$ cat src/rtl/frontend_pkg.sv
// rtl/frontend_pkg.sv - shared sample type, framer state encoding and index-width helper
package frontend_pkg;

    typedef logic signed [11:0] sample_t;

    localparam int FRAC_BITS = 10;

    typedef enum logic {
        FILL,
        EMIT
    } fb_state_e;

    // One extra bit over the ring address so full and empty remain distinguishable.
    function automatic int idx_width(input int depth);
        return $clog2(depth) + 1;
    endfunction

endpackage

$ cat src/rtl/frame_buffer_if.sv
// rtl/frame_buffer_if.sv - sample-in / frame-out stream bundle for frame_buffer
interface frame_buffer_if;
    import frontend_pkg::*;

    logic    in_valid;
    sample_t p;
    logic    out_valid;
    logic    out_ready;
    sample_t f;
    logic    sof;
    logic    eof;
    logic    ovr;

    modport master (
        output in_valid, p, out_ready,
        input  out_valid, f, sof, eof, ovr
    );

    modport slave (
        input  in_valid, p, out_ready,
        output out_valid, f, sof, eof, ovr
    );

endinterface

$ cat src/rtl/ring_ram.sv
// rtl/ring_ram.sv - sample ring storage, one synchronous write port, one asynchronous read port
module ring_ram
    import frontend_pkg::*;
#(
    parameter int DEPTH = 16,
    localparam int AW = $clog2(DEPTH)
) (
    input  logic          clk,
    input  logic          we_i,
    input  logic [AW-1:0] waddr_i,
    input  sample_t       wdata_i,
    input  logic [AW-1:0] raddr_i,
    output sample_t       rdata_o
);

    sample_t mem_q [DEPTH];

    always_ff @(posedge clk) begin
        if (we_i) begin
            mem_q[waddr_i] <= wdata_i;
        end
    end

    assign rdata_o = mem_q[raddr_i];

endmodule

$ cat src/rtl/frame_buffer.sv
// rtl/frame_buffer.sv - cuts a non-stallable sample stream into overlapping frames, emitted oldest first
module frame_buffer
    import frontend_pkg::*;
#(
    parameter int FRAME_LEN = 8,
    parameter int HOP       = 4
) (
    input logic           clk,
    input logic           rst,
    frame_buffer_if.slave bus
);

    localparam int DEPTH = 2 * FRAME_LEN;
    localparam int IW    = idx_width(DEPTH);
    localparam int AW    = IW - 1;
    localparam int KW    = $clog2(FRAME_LEN);

    localparam logic [IW-1:0] LEN_W   = IW'(FRAME_LEN);
    localparam logic [IW-1:0] DEPTH_W = IW'(DEPTH);
    localparam logic [IW-1:0] HOP_W   = IW'(HOP);
    localparam logic [KW-1:0] LAST_K  = KW'(FRAME_LEN - 1);

    if ((FRAME_LEN < 2) || ((FRAME_LEN & (FRAME_LEN - 1)) != 0)) begin : g_bad_frame_len
        $error("frame_buffer: FRAME_LEN must be a power of two >= 2");
    end
    if ((HOP < 1) || (HOP > FRAME_LEN)) begin : g_bad_hop
        $error("frame_buffer: HOP must lie in 1..FRAME_LEN");
    end

    fb_state_e     state_q, state_d;
    logic [IW-1:0] wr_idx_q, wr_idx_d;
    logic [IW-1:0] base_idx_q, base_idx_d;
    logic [IW-1:0] fill, fill_nxt;
    logic [KW-1:0] rd_k_q, rd_k_d;
    logic [AW-1:0] rd_ptr;
    logic          wr_en, load;
    sample_t       rd_data;
    sample_t       f_q, f_d;
    logic          out_valid_q, out_valid_d;
    logic          sof_q, sof_d;
    logic          eof_q, eof_d;
    logic          ovr_q, ovr_d;

    assign fill     = wr_idx_q - base_idx_q;
    assign wr_en    = bus.in_valid && (fill != DEPTH_W);
    assign wr_idx_d = wr_idx_q + IW'(wr_en);
    assign ovr_d    = ovr_q || (bus.in_valid && (fill == DEPTH_W));
    assign load     = !out_valid_q || bus.out_ready;

    ring_ram #(.DEPTH(DEPTH)) u_ring (
        .clk     (clk),
        .we_i    (wr_en),
        .waddr_i (wr_idx_q[AW-1:0]),
        .wdata_i (bus.p),
        .raddr_i (rd_ptr),
        .rdata_o (rd_data)
    );

    always_comb begin
        state_d     = state_q;
        base_idx_d  = base_idx_q;
        rd_k_d      = rd_k_q;
        out_valid_d = out_valid_q;
        f_d         = f_q;
        sof_d       = sof_q;
        eof_d       = eof_q;
        fill_nxt    = fill;
        rd_ptr      = base_idx_q[AW-1:0] + AW'(rd_k_q);

        case (state_q)
            FILL: begin
                if ((fill >= LEN_W) && load) begin
                    state_d     = EMIT;
                    out_valid_d = 1'b1;
                    f_d         = rd_data;
                    sof_d       = 1'b1;
                    eof_d       = 1'b0;
                    rd_k_d      = KW'(1);
                end
            end
            EMIT: begin
                if (out_valid_q && eof_q) begin
                    if (bus.out_ready) begin
                        // Next frame may start back-to-back; its fill counts this edge's write.
                        base_idx_d = base_idx_q + HOP_W;
                        fill_nxt   = wr_idx_d - base_idx_d;
                        if (fill_nxt >= LEN_W) begin
                            rd_ptr      = base_idx_d[AW-1:0];
                            out_valid_d = 1'b1;
                            f_d         = rd_data;
                            sof_d       = 1'b1;
                            eof_d       = 1'b0;
                            rd_k_d      = KW'(1);
                        end else begin
                            state_d     = FILL;
                            out_valid_d = 1'b0;
                            sof_d       = 1'b0;
                            eof_d       = 1'b0;
                            rd_k_d      = '0;
                        end
                    end
                end else if (load) begin
                    out_valid_d = 1'b1;
                    f_d         = rd_data;
                    sof_d       = (rd_k_q == '0);
                    eof_d       = (rd_k_q == LAST_K);
                    rd_k_d      = rd_k_q + 1'b1;
                end
            end
            default: begin
                state_d = FILL;
            end
        endcase
    end

    always_ff @(posedge clk or negedge rst) begin
        if (!rst) begin
            state_q     <= FILL;
            wr_idx_q    <= '0;
            base_idx_q  <= '0;
            rd_k_q      <= '0;
            out_valid_q <= 1'b0;
            f_q         <= '0;
            sof_q       <= 1'b0;
            eof_q       <= 1'b0;
            ovr_q       <= 1'b0;
        end else begin
            state_q     <= state_d;
            wr_idx_q    <= wr_idx_d;
            base_idx_q  <= base_idx_d;
            rd_k_q      <= rd_k_d;
            out_valid_q <= out_valid_d;
            f_q         <= f_d;
            sof_q       <= sof_d;
            eof_q       <= eof_d;
            ovr_q       <= ovr_d;
        end
    end

    assign bus.out_valid = out_valid_q;
    assign bus.f         = f_q;
    assign bus.sof       = sof_q;
    assign bus.eof       = eof_q;
    assign bus.ovr       = ovr_q;

endmodule

$ cat src/flat_wrapper.sv
// flat-port wrapper written by rule: the top's interface ports become plain ports
module frame_buffer_flat import frontend_pkg::*;
#(
    parameter int FRAME_LEN = 8,
    parameter int HOP       = 4
)
  (clk, rst, bus_in_valid, bus_p, bus_out_ready, bus_out_valid, bus_f, bus_sof, bus_eof, bus_ovr);
  frame_buffer_if bus_i ();
  input logic clk;
  input logic rst;
  input wire logic [$bits(bus_i.in_valid)-1:0] bus_in_valid;
  input wire logic [$bits(bus_i.p)-1:0] bus_p;
  input wire logic [$bits(bus_i.out_ready)-1:0] bus_out_ready;
  output wire logic [$bits(bus_i.out_valid)-1:0] bus_out_valid;
  output wire logic [$bits(bus_i.f)-1:0] bus_f;
  output wire logic [$bits(bus_i.sof)-1:0] bus_sof;
  output wire logic [$bits(bus_i.eof)-1:0] bus_eof;
  output wire logic [$bits(bus_i.ovr)-1:0] bus_ovr;
  assign bus_i.in_valid = bus_in_valid;
  assign bus_i.p = bus_p;
  assign bus_i.out_ready = bus_out_ready;
  assign bus_out_valid = bus_i.out_valid;
  assign bus_f = bus_i.f;
  assign bus_sof = bus_i.sof;
  assign bus_eof = bus_i.eof;
  assign bus_ovr = bus_i.ovr;
  frame_buffer #(.FRAME_LEN(FRAME_LEN), .HOP(HOP)) u_core (.clk(clk), .rst(rst), .bus(bus_i));
endmodule
$ cat config.mk
export PLATFORM = sky130hd
export DESIGN_NAME = frame_buffer_flat
export DESIGN_NICKNAME = d
export VERILOG_FILES = /design/src/rtl/frontend_pkg.sv /design/src/rtl/frame_buffer_if.sv /design/src/rtl/ring_ram.sv /design/src/rtl/frame_buffer.sv /design/src/flat_wrapper.sv
export SDC_FILE = /design/constraint.sdc
export NUM_CORES = 1
export LEC_CHECK = 0
export ABC_AREA = 1
export CAP_MARGIN = 20
export CORE_MARGIN = 10
export CORE_UTILIZATION = 60
export CTS_BUF_LIST = sky130_fd_sc_hd__clkbuf_8
export DETAILED_ROUTE_END_ITERATION = 16
export PLACE_DENSITY = 0.89
export SLEW_MARGIN = 20
export SYNTH_ARGS = -nofsm -noshare
export SYNTH_HDL_FRONTEND = slang
export SYNTH_SLANG_ARGS = --single-unit
export TNS_END_PERCENT = 20
$ cat constraint.sdc
create_clock -name clk -period 9.05 [get_ports clk]
set_clock_uncertainty 0.05 [all_clocks]
set_input_delay 2.2625 -clock clk [delete_from_list [all_inputs] [get_ports clk]]
set_output_delay 2.2625 -clock clk [all_outputs]
set_load 0.02 [all_outputs]
==> results.txt <==
- Number of antenna violations at the first check in global routing: 0
- Via count of the first global-routing pass: 6978
- Routed wire length on met2: 11.62 mm
- EDFF count, synth: 192
- Counting instances in the post-synthesis netlist gives the leading cell types as nand3_1, edfxtp_1, nand2_1.
- Final hold analysis gives a worst-case slack of 420.1 ps.
* Initial standard-cell utilization of the core: 61.59%
- The routed design uses 2.283 mm of met3 wire.
- Type of the worst setup path: input port to flip-flop
- Global-route usage over all layers: 21.12%
- CP Data Required Time: 9440 ps
- Setup violations remaining at the end of the flow were counted as 0.
- Area used by sequential logic in the layout: 6467 sq um
* Count of unique library cells instantiated by Yosys: 32
* Power density cells: 332.4 nW/um^2
- Routed via count: 6950
- Fin crit period: 6439 ps
- For this block, wires on met1 add up to 8.492 mm.
- Sequential area share after synthesis: 65.62%
- Final HPWL from detailed placement: 14.15 mm
* Final cell count without fillers: 1177
- CTS built an H-tree with a depth of 1.
* Most instantiated library cell after synthesis: nand3_1
* Critical Path Max Stage Delay: 570 ps
- The number of slew-limit violations in the final report was 0.
* GRT Residual Overflow: 0
- The longest clock path from root to sink contains 3 buffers.
- STA classifies the critical path endpoint as a flip-flop.
- During placement, the flow inserted port buffers numbering 31.
- Critical-path top delay cell: inv_1
- Setup repair after global routing left no endpoint under its margin.
* Die Outline Area: 21950 sq um
- Post-synthesis cell type with the largest combined area: edfxtp_1
- At the pin with the least slew margin, the transition time is 901.7 ps.
* Cell type with the highest occurrence count on the critical path: nand2_1
* Fin Setup TNS: 0 ps
* CTS Root Buffer Type: clkbuf_8
- Run status: complete, no violations
* Worst relative slew slack: 39.51%
- The number of hold violations in the final report is 0.
- Buffers inserted by post-CTS timing repair: 0
- During synthesis, Yosys emitted a total of 0 warnings.
* Leak Pwr: 4.533 nW
- The worst-case IR drop observed on VDD is 0.0002008 V.
- Number of stages on the worst hold path: 1
- The worst register-to-register path has a depth of 30.
- FF+latch count, synth: 220
* Fill count: 1107
- Worst slack after detailed placement: 2147 ps
* Number of nets at the end of the flow: 964
- Layout area overhead: 10.44%
- TritonCTS built the clock tree.
* Share of the clock period used by the worst path: 71.15%
* Die height: 148.2 microns
* Wire length after detailed routing: 23.43 mm
- Maximum clock rate: 0.1553 GHz
- The initialized floorplan defines 46 standard-cell rows.
- The tightest min-delay check is of the flip-flop to flip-flop type.
- TritonCTS created 30 clock buffers.
* Multi-input gate area: 2599 sq um
* Count of instances resized after the clock tree is built: 0
- In the synthesized netlist the dominant register cell turns out to be edfxtp_1.
- First-pass DRT Iterations: 6
- Reg2Reg Setup Slack: 3160 ps
- After detailed routing, the number of vias per cell comes to 5.905.
* Kind of launch point of the worst setup path: input port
* Ant. Diodes: 0
* Core outline area: 16000 sq um
* Crit path arrival time: 6830 ps
- Nets in the synthesized netlist: 934
- Async set or reset register ratio after synthesis: 12.73%
- Cell count after placement: 1121
- Routed signal wires occupy layers up through met4.
* Die extent in x: 148.2 microns
* Number of primary I/O pins: 32
* Synth area leaders: edfxtp_1, nand3_1, dfrtp_1
- Routability-driven placement finished with a final weighted congestion of 0.8323.
* Latest clock arrival within the worst-skew pair: 550 ps
- The startpoint identified for the worst register-to-register timing path is u_core.wr_idx_q[2].
- Number of standard cells after synthesis: 907
* Launch point of the worst hold path: u_core.bus.ovr
- Number of hold buffers added after cts: 0
* Clock transition at path regs: 70 ps
- After synthesis the cells add up to 9854 sq um.
- Entering global routing, the biggest net connects 76 pins.
- The detail route stage leaves a number of antenna-violating nets equal to 0.
- Number of violations reported at the end of detailed-routing iteration 0: 942
- Number of clock sinks: 220
- Worst-path maximum fanout: 49
- Synthesized area per cell: 10.86 sq um
- Portion of synthesized cell area occupied by the leading cell type: 58.51%
- First-pass GRT wire length: 37.31 mm
* Per-cell routed wire length: 19.91 microns
* R2R Path End: u_core.bus.f[4]
- Post-route worst setup slack: 2611 ps
- Max-cap violations in this run came to 0.
* Ratio of cells with drive above 1 in the final layout: 9.990%
- After detailed routing, the number of remaining DRC violations is 0.
- Destination of the worst hold path: u_core.bus.ovr
routing by layer:
layer  vias to the layer above  GRT usage, %
li1                       3142             -
met1                      3266         25.55
met2                       467         35.73
met3                        75         3.580
met4                         0         10.75
met5                         -             0
worst max path at each step:
stage | startpoint | endpoint | slack (ps) | depth (start not counted)
after floorplan | bus_in_valid | u_core.bus.f[9] | 4060 | 23
after global placement | bus_in_valid | u_core.bus.f[2] | 2290 | 25
after detailed placement | bus_in_valid | u_core.bus.f[10] | 2150 | 25
after CTS | bus_in_valid | u_core.bus.f[4] | 2670 | 25
after global routing | bus_in_valid | u_core.bus.f[3] | 2150 | 25
final | bus_in_valid | u_core.bus.f[4] | 2610 | 25
final cells by class:
| type | count | area share [%] |
|---|---|---|
| inverter | 148 | 5.105 |
| timing repair buffer | 47 | 3.955 |
| tap | 216 | 2.483 |
| clock buffer | 35 | 4.426 |
| sequential | 220 | 59.43 |
| clock inverter | 21 | 0.7243 |
| multi-input combinational | 490 | 23.88 |
logic make-up (layout without fill, tap and decap cells):
| group | after synthesis | count (layout) | synth area share (%) |
|---|---|---|---|
| simple gates | 436 | 436 | 21.03 |
| fa+ha+maj | 11 | 11 | 1.549 |
| xor+xnor | 5 | 5 | 0.4444 |
| buf+inv | 197 | 251 | 8.291 |
| compound gates | 38 | 38 | 3.073 |
| flops | 220 | 220 | 65.62 |
cells in the final DEF (no fill, tap or decap), types with 2 or more instances in the layout:
master | Yosys | final
ha_1 | 9 | 9
o21ai_0 | 5 | 5
or2_2 | 25 | 25
clkinv_1 | 1 | 3
nand3_1 | 202 | 202
fa_1 | 2 | 2
clkdlybuf4s50_1 | 0 | 31
o2111ai_1 | 24 | 24
buf_4 | 6 | 16
nand2_2 | 4 | 3
inv_1 | 146 | 165
dfrtp_1 | 28 | 27
nand2_1 | 150 | 150
nor2_2 | 2 | 11
nand3b_1 | 24 | 24
nand4_1 | 3 | 3
xor2_1 | 4 | 4
edfxtp_1 | 192 | 192
a21oi_1 | 4 | 4
clkbuf_8 | 0 | 35
nor2_1 | 24 | 15
critical path: cells and delay by family:
family	cells	cell delay (ps)
and+or+nand+nor	13	1550
xor gates and xnor gates	1	170
buffers and inverters	7	1810
adders and majority gates	4	1020
state kept, by name, indices dropped and copies added (netlist names):
register	flops
u_core.u_ring.mem_q	192
u_core.bus.sof	1
u_core.bus.eof	1
u_core.bus.out_valid	1
u_core.wr_idx_q	5
u_core.state_q	1
u_core.base_idx_q	3
u_core.bus.f	12
u_core.rd_k_q	3
u_core.bus.ovr	1
power breakdown:
group / switching [mW] / internal [mW]
Combinational: 1.06 / 0.493
Sequential: 0.107 / 1.26
Clock: 0.349 / 0.349
Total: 1.51 / 2.11
per-stage QoR:
| stage | power [mW] | instance area, sq um | util (%) |
|---|---|---|---|
| after floorplan | 2.427 | 9854 | - |
| after global placement | 2.811 | 10300 | 64.37 |
| after detailed placement | 2.881 | 10300 | 64.40 |
| after CTS | 3.582 | 10870 | 67.91 |
| after global routing | 3.828 | 10880 | 68.02 |
| final | 3.617 | 10880 | 68.02 |
(Power assumes the default switching activity.)
